**config.mk**
```make
export PLATFORM = sky130hd
export DESIGN_NAME = reg_file_wb_sink_flat
export DESIGN_NICKNAME = d
export VERILOG_FILES = /design/src/rtl/rv_pkg.sv /design/src/rtl/reg_file_wb_sink_if.sv /design/src/rtl/reg_file_wb_sink_read_port.sv /design/src/rtl/reg_file_wb_sink.sv /design/src/flat_wrapper.sv
export SDC_FILE = /design/constraint.sdc
export NUM_CORES = 2
export LEC_CHECK = 0
export CORE_MARGIN = 3
export CORE_UTILIZATION = 40
export CTS_CLUSTER_SIZE = 16
export DETAILED_ROUTE_END_ITERATION = 10
export PLACE_DENSITY = 0.62
export SYNTH_ARGS = -nofsm -noshare
export SYNTH_HDL_FRONTEND = slang
export SYNTH_SLANG_ARGS = --single-unit
```
**constraint.sdc**
```tcl
create_clock -name i_clk -period 12.3 [get_ports i_clk]
set_input_delay 2.46 -clock i_clk [delete_from_list [all_inputs] [get_ports i_clk]]
set_output_delay 2.46 -clock i_clk [all_outputs]
set_load 0.03 [all_outputs]
```
**src/rtl/rv_pkg.sv**
```systemverilog
// Shared integer-pipeline constants and types for the register file slice.
// Pure declarations: no latency, no flow control.
package rv_pkg;

    localparam int XLEN  = 64;
    localparam int NREGS = 32;
    localparam int IDXW  = 5;

    typedef logic [IDXW-1:0] reg_idx_t;
    typedef logic [XLEN-1:0] xlen_t;

    typedef enum logic {
        RF_CLEAR,
        RF_RUN
    } rf_state_t;

endpackage

```
**src/rtl/reg_file_wb_sink_if.sv**
```systemverilog
// Write-back write port plus two decode read ports of the register file.
// Master drives indices/write data; slave returns registered read data, ready and drop pulse.
interface reg_file_wb_sink_if;
    import rv_pkg::*;

    reg_idx_t i_rd_index;
    xlen_t    i_rd_data;
    logic     i_rd_we;
    reg_idx_t i_rs1_index;
    reg_idx_t i_rs2_index;
    xlen_t    o_rs1_value;
    xlen_t    o_rs2_value;
    logic     o_ready;
    logic     o_write_drop;

    modport master (
        output i_rd_index, i_rd_data, i_rd_we, i_rs1_index, i_rs2_index,
        input  o_rs1_value, o_rs2_value, o_ready, o_write_drop
    );

    modport slave (
        input  i_rd_index, i_rd_data, i_rd_we, i_rs1_index, i_rs2_index,
        output o_rs1_value, o_rs2_value, o_ready, o_write_drop
    );

endinterface

```
**src/rtl/reg_file_wb_sink_read_port.sv**
```systemverilog
// One registered read port: x0 zeroing, write-first bypass, 1-cycle latency.
// No backpressure; output is held at zero while the file is not running.
module rf_read_port
    import rv_pkg::*;
(
    input  logic     i_clk,
    input  logic     i_rst_n,
    input  logic     i_run,
    input  reg_idx_t i_index,
    input  xlen_t    i_reg_value,
    input  logic     i_wr_acc,
    input  reg_idx_t i_wr_index,
    input  xlen_t    i_wr_data,
    output xlen_t    o_value
);

    // i_wr_acc already excludes x0, so a match here is always a real register.
    always_ff @(posedge i_clk) begin
        if (!i_rst_n || !i_run || i_index == '0) begin
            o_value <= '0;
        end else if (i_wr_acc && i_wr_index == i_index) begin
            o_value <= i_wr_data;
        end else begin
            o_value <= i_reg_value;
        end
    end

endmodule

```
**src/rtl/reg_file_wb_sink.sv**
```systemverilog
// 32 x XLEN register file terminating write-back; sweeps to zero after reset, then RUN.
// Reads 1-cycle registered with bypass; writes arriving before ready are dropped and flagged.
module reg_file_wb_sink
    import rv_pkg::*;
(
    input  logic               i_clk,
    input  logic               i_rst_n,
    reg_file_wb_sink_if.slave  wb
);

    localparam logic [IDXW:0] LAST_IDX = (IDXW+1)'(NREGS-1);

    rf_state_t       state_q, state_d;
    logic [IDXW:0]   cnt_q, cnt_d;
    logic            drop_q;
    logic            run;
    logic            wr_acc;
    xlen_t           rf [NREGS];

    assign run    = (state_q == RF_RUN);
    assign wr_acc = run && wb.i_rd_we && (wb.i_rd_index != '0);

    always_comb begin
        state_d = state_q;
        cnt_d   = cnt_q;
        case (state_q)
            RF_CLEAR: begin
                cnt_d = cnt_q + 1'b1;
                if (cnt_q == LAST_IDX) begin
                    state_d = RF_RUN;
                end
            end
            RF_RUN:  state_d = RF_RUN;
            default: state_d = RF_CLEAR;
        endcase
    end

    always_ff @(posedge i_clk) begin
        if (!i_rst_n) begin
            state_q <= RF_CLEAR;
            cnt_q   <= '0;
            drop_q  <= 1'b0;
        end else begin
            state_q <= state_d;
            cnt_q   <= cnt_d;
            drop_q  <= !run && wb.i_rd_we;
        end
    end

    // Storage has no reset of its own; the sweep zeroes one entry per cycle instead.
    always_ff @(posedge i_clk) begin
        if (i_rst_n) begin
            if (!run) begin
                rf[cnt_q[IDXW-1:0]] <= '0;
            end else if (wr_acc) begin
                rf[wb.i_rd_index] <= wb.i_rd_data;
            end
        end
    end

    rf_read_port u_rs1 (
        .i_clk       (i_clk),
        .i_rst_n     (i_rst_n),
        .i_run       (run),
        .i_index     (wb.i_rs1_index),
        .i_reg_value (rf[wb.i_rs1_index]),
        .i_wr_acc    (wr_acc),
        .i_wr_index  (wb.i_rd_index),
        .i_wr_data   (wb.i_rd_data),
        .o_value     (wb.o_rs1_value)
    );

    rf_read_port u_rs2 (
        .i_clk       (i_clk),
        .i_rst_n     (i_rst_n),
        .i_run       (run),
        .i_index     (wb.i_rs2_index),
        .i_reg_value (rf[wb.i_rs2_index]),
        .i_wr_acc    (wr_acc),
        .i_wr_index  (wb.i_rd_index),
        .i_wr_data   (wb.i_rd_data),
        .o_value     (wb.o_rs2_value)
    );

    assign wb.o_ready      = run;
    assign wb.o_write_drop = drop_q;

endmodule

```
**src/flat_wrapper.sv**
```systemverilog
// flat-port wrapper written by rule: the top's interface ports become plain ports
module reg_file_wb_sink_flat import rv_pkg::*;
  (i_clk, i_rst_n, wb_i_rd_index, wb_i_rd_data, wb_i_rd_we, wb_i_rs1_index, wb_i_rs2_index, wb_o_rs1_value, wb_o_rs2_value, wb_o_ready, wb_o_write_drop);
  reg_file_wb_sink_if wb_i ();
  input  logic i_clk;
  input  logic i_rst_n;
  input wire logic [$bits(wb_i.i_rd_index)-1:0] wb_i_rd_index;
  input wire logic [$bits(wb_i.i_rd_data)-1:0] wb_i_rd_data;
  input wire logic [$bits(wb_i.i_rd_we)-1:0] wb_i_rd_we;
  input wire logic [$bits(wb_i.i_rs1_index)-1:0] wb_i_rs1_index;
  input wire logic [$bits(wb_i.i_rs2_index)-1:0] wb_i_rs2_index;
  output wire logic [$bits(wb_i.o_rs1_value)-1:0] wb_o_rs1_value;
  output wire logic [$bits(wb_i.o_rs2_value)-1:0] wb_o_rs2_value;
  output wire logic [$bits(wb_i.o_ready)-1:0] wb_o_ready;
  output wire logic [$bits(wb_i.o_write_drop)-1:0] wb_o_write_drop;
  assign wb_i.i_rd_index = wb_i_rd_index;
  assign wb_i.i_rd_data = wb_i_rd_data;
  assign wb_i.i_rd_we = wb_i_rd_we;
  assign wb_i.i_rs1_index = wb_i_rs1_index;
  assign wb_i.i_rs2_index = wb_i_rs2_index;
  assign wb_o_rs1_value = wb_i.o_rs1_value;
  assign wb_o_rs2_value = wb_i.o_rs2_value;
  assign wb_o_ready = wb_i.o_ready;
  assign wb_o_write_drop = wb_i.o_write_drop;
  reg_file_wb_sink u_core (.i_clk(i_clk), .i_rst_n(i_rst_n), .wb(wb_i));
endmodule
```
# Yosys cells after proc, flatten, opt, wreduce, memory -nomap -nowiden
# Memory sizes are Yosys's and may differ from the RTL's. A register that Yosys moved wholly into a read port is not among the register bits.
# Cells that the tools add are included.
# classes
n_eq_ne	1
n_bitwise	1
n_addsub	1
muxes	12
reduce_logical	12
# ops
operator	count
$mux 64	1
$reduce_or 64->1	1
$logic_not 5->1	2
$mux 1	9
$add 6x1->6 const B	1
$eq 6x5->1 const B	1
$mux 5	1
$reduce_bool 5->1	1
$logic_and 1x1->1	3
$logic_or 1x1->1	3
$logic_not 1->1	2
$pmux 1 s2	1
$not 1->1	1
# totals
wordCells	31
n_memories	1
register_bits	8
out_inout_bits	130
mem_bits_rw	2048
inputBits	82
# mem_list
memory	depth	word_bits	read_ports	rd_ports_with_merged_regs	write_ports	line	rtl
u_core.rf	32	64	2	2	1	reg_file_wb_sink.sv:18	xlen_t rf [NREGS];

# Longest topological paths before layout
# logic_depth
word_depth	8
depth_mapped	11
ltp_nobuf	6

# Cells and area by module
# A second synthesis with hierarchy kept.
# hier_totals
hier_cells	5181
area_unflattened_um2	97950.2
# modules_own_cells
module	n_inst	area_each_um2	cells_each	seq_area_each_um2
reg_file_wb_sink	1	92790.2	4579	61659.1
rf_read_port	2	2580.0	301	1281.2

# Worst setup path after synthesis
# Ideal clock, no wire load.
# synth_path
kind	input -> register
startpoint	in i_rst_n
endpoint	mem u_core.rf[22][0] in the netlist's numbering (enable)
n_path_buf	2
stages	7
setup_ps	486
arrival_ps	6285
t_required_ps	11814
setup_slack_ps	5529
path_cell_list	buf_2 and3_1 buf_2 o21ai_1 a21boi_0 nand2_1 nor2_1
# synth_between
elab_chain_cells	4
elab_cells_between_ends	7
cone_classes	mux (6); reduce/logical (1)
# synth_lines
element	line	rtl
from (decl)	flat_wrapper.sv:6	input logic i_rst_n;
$mux 1	reg_file_wb_sink.sv:52	if (i_rst_n) begin
$mux 1 (not written as such)	reg_file_wb_sink.sv:56	rf[wb.i_rd_index] <= wb.i_rd_data;
$reduce_or 64->1 (no source line)	-	
$mux 5 (no source line) / $mux 1 (equally long branches)	-	
to (decl)	reg_file_wb_sink.sv:18	
# Several ways; a longest one is shown, not always the timed one.

# Worst setup path in the final report
# layout_path
startpoint	in i_rst_n
endpoint	mem u_core.rf[2][59] in the netlist's numbering (enable)
# The elaborated chain is that of the path after synthesis.

==> results.md <==
- Status: finished, final reports clean
- Input/output buffers: 211
- Postcts setup bufs: 0
- # IOs: about 210
- Initial Util: approximately two fifths
- CP peak stage delay: 0.90 ns
- Number of synthesized flops with an enable pin: around 2000
- Via count: about 58000
- Tmin final: 6.70 ns
- Worst-path maximum fanout: between 40 and 50
- Crit. Startpoint: i_rst_n
- Synthesized area per cell: 18.8 um2
- Detail Route Antenna Nets: 0
- CTS tree: built
- CORE AREA: between 200000 and 250000 um2
- TritonRoute pass-1 iters: 5
- Final setup vio count: 0
- Worst Reg2Reg Path Length in Cells: 7
- Sw Ratio: between 20% and 30%
- Gpl congestion: 0.845
- #FFs+latches synth: between 2000 and 2500
- Total Wirelength: 315000 um
- Placement-stage cell area: roughly 100000 um2
- Hold-critical path depth: 2
- CP arrival: 7.17 ns
- Setup TNS after final layout: 0 ns
- Internal: 12.2 mW
- Largest net degree at the start of global routing: 135
- Wirelength per Cell: 36.1 um
- Yosys cell types: 58
- HP Class: reg -> reg
- Design area: approximately 110000 um2
- Post-synth ARST share: 0%
- CTS H-tree lvls: 4
- GRT overflow: 0
- Routed wl met3: 29100 um
- Worst Hold Launch: u_core.cnt_q[5]
- Initial antenna violation count: 6
- Peak supply drop: 0.000156 V
- Power Density: around 140 nW/um2
- Worst r2r src: u_core.wb.o_ready
- CP startpoint kind: primary input
- Total Die Area: 251000 um2
- Most common cell after layout, fill and taps aside: edfxtp_1
- Nets@finish: about 5400
- Worst-path clk slew: 0.07 ns
- Detailed Place HPWL: 172000 um
- Vias in the first global route: ~60000
- Layout cells sized above 1: between 20% and 30%
- Post-CTS sizing: 0
- Vias per Instance: roughly 6.6
- Reg power frac: 51.5%
- Final Max Tran Viols: 0
- Predominant post-synthesis flop cell: edfxtp_1
- RSZ-0062 raised after global routing: false
- Met2 routed WL: about 150000 um
- Max Fclk: roughly 150 MHz
- Slew margin rel.: 16.2%
- Yosys Warn Count: 0
- Longest Clk Path Bufs: 3
- Worst skew pair latency: 0.87 ns
- Setup crit end kind: flop
- Layout area overhead: 13.4%
- Post-route DRC: 0
- Leakage Power: 35.4 nW
- Uppermost layer routed: met4
- # clock sinks: 2184
- Starting DRT DRC Count: 7636
- Type of the worst setup path: in -> reg
- Syn_nets: 5288
- Rows: between 150 and 200
- Final Hold Viols: 0
- M1 WL: 121000 um
- Required time of the critical path: 12.77 ns
- GRT Util Overall: 24.8%
- Logic pwr share: 5.2%
- Die Ht: 501 um
- Seq/Total Area, Yosys: 65.5%
- Commonest cells after routing, fill and taps aside: edfxtp_1 (2048), mux4_2 (890), mux2i_1 (364)
- Switching power: between 3 and 4 mW
- Die width: 501 um
- First-pass GRT wire length: roughly 440000 um
- Setup Skew: 0.0396 ns
- Final period util: ~54%
- Root cell of the clock tree: clkbuf_16
- Critical path's slowest cell: nor2_4
- CTS Buf Count: around 220
- Worst-Margin Slew: 1.26 ns
- CTS Hold Buffers Added: 0
- Max Cap Viol: 0
- Clock share of power: 43.3%
- Mapped cell area: 98000 um2
- Cell Chain, Critical Path: clkdlybuf4s50_1 > nand3_1 > a21oi_4 > nor2_1 > a21oi_1 > nand2_1 > nor2_4 > buf_4
- Syn Inst Count: roughly 5200
## per-stage QoR
stage          setup slack (ns)  power, mW  hold WS, ns  util [%]  cells
6_report                   5.60       15.7        0.499      45.6   8739
4_1_cts                    5.74       15.7        0.504      45.6   8735
2_1_floorplan              5.53       8.73        0.461         -   5205
5_1_grt                    5.54       16.1        0.547      45.6   8736
3_5_place_dp               4.84       9.05        0.495      42.7   8324
3_3_place_gp               4.88       9.05        0.479      42.7   8324
## kinds of logic (layout without fill, tap and decap cells)
kind of cell,after synthesis,in the layout,synth area share (%)
DFF,2184,2184,65.5
buffers and inverters,498,826,2.10
xor gates and xnor gates,6,6,0.0536
and+or+nand+nor,471,471,2.38
AOI/OAI and AO/OA,754,754,5.31
muxes,1291,1291,24.6
other,0,4,0
adders and majority gates,1,1,0.0128
## state kept, by name (all words and copies together) (netlist names)
name / cells
u_core.wb.o_write_drop: 1
u_core.rf: 2048
u_core.wb.o_ready: 1
u_core.u_rs2.o_value: 64
u_core.cnt_q: 6
u_core.u_rs1.o_value: 64
## worst paths after layout
kind,endpoint,slack [ns]
worst max-delay path,u_core.rf[2][59],5.60
worst min-delay path,u_core.cnt_q[5],0.50
worst min register to register,u_core.cnt_q[5],0.50
worst max register to register,u_core.rf[2][59],7.38
## metal layers
metal	GRT usage, %	up-vias
li1	-	22595
met1	33.9	31138
met2	39.8	3357
met3	4.49	618
met4	9.18	0
met5	0	-
## worst max-delay path: cells and delay by family
kind | cells | cell delay (ns)
buffers and inverters | 2 | 1.75
AND/OR/NAND/NOR | 4 | 1.70
AO/OA/AOI/OAI | 2 | 1.17
## power by group through the flow
stage                     clock network, mW  logic [mW]  registers (mW)
after floorplan                           0       0.504            8.23
after global placement                    0       0.820            8.23
after detailed placement                  0       0.819            8.23
after CTS                              6.85       0.821            8.08
after global routing                   7.16       0.852            8.08
final                                  6.79       0.823            8.08
## cell usage after synthesis, types with 64 or more instances
cell type | n | area (um2)
a211oi_1 | 65 | 488
a21oi_1 | 74 | 370
a22oi_1 | 252 | 1890
or4_1 | 64 | 480
o21ai_0 | 73 | 365
inv_1 | 71 | 267
dfxtp_1 | 136 | 2720
nand2_1 | 187 | 702
clkbuf_1 | 238 | 893
mux2i_1 | 364 | 3640
o22ai_1 | 167 | 1040
nand3_1 | 95 | 475
edfxtp_1 | 2048 | 61500
buf_2 | 121 | 606
mux4_2 | 890 | 20000
## final cells by class
cell class	instances	area, um2
multi-input combinational	2523	32100
fill	20402	132000
clock inverter	111	1110
tap	3202	4010
antenna	4	10.0
clock buffer	300	6100
timing repair buffer	344	3260
sequential	2184	64200
inverter	71	267
No activity file was read; power rests on OpenSTA's default activity.
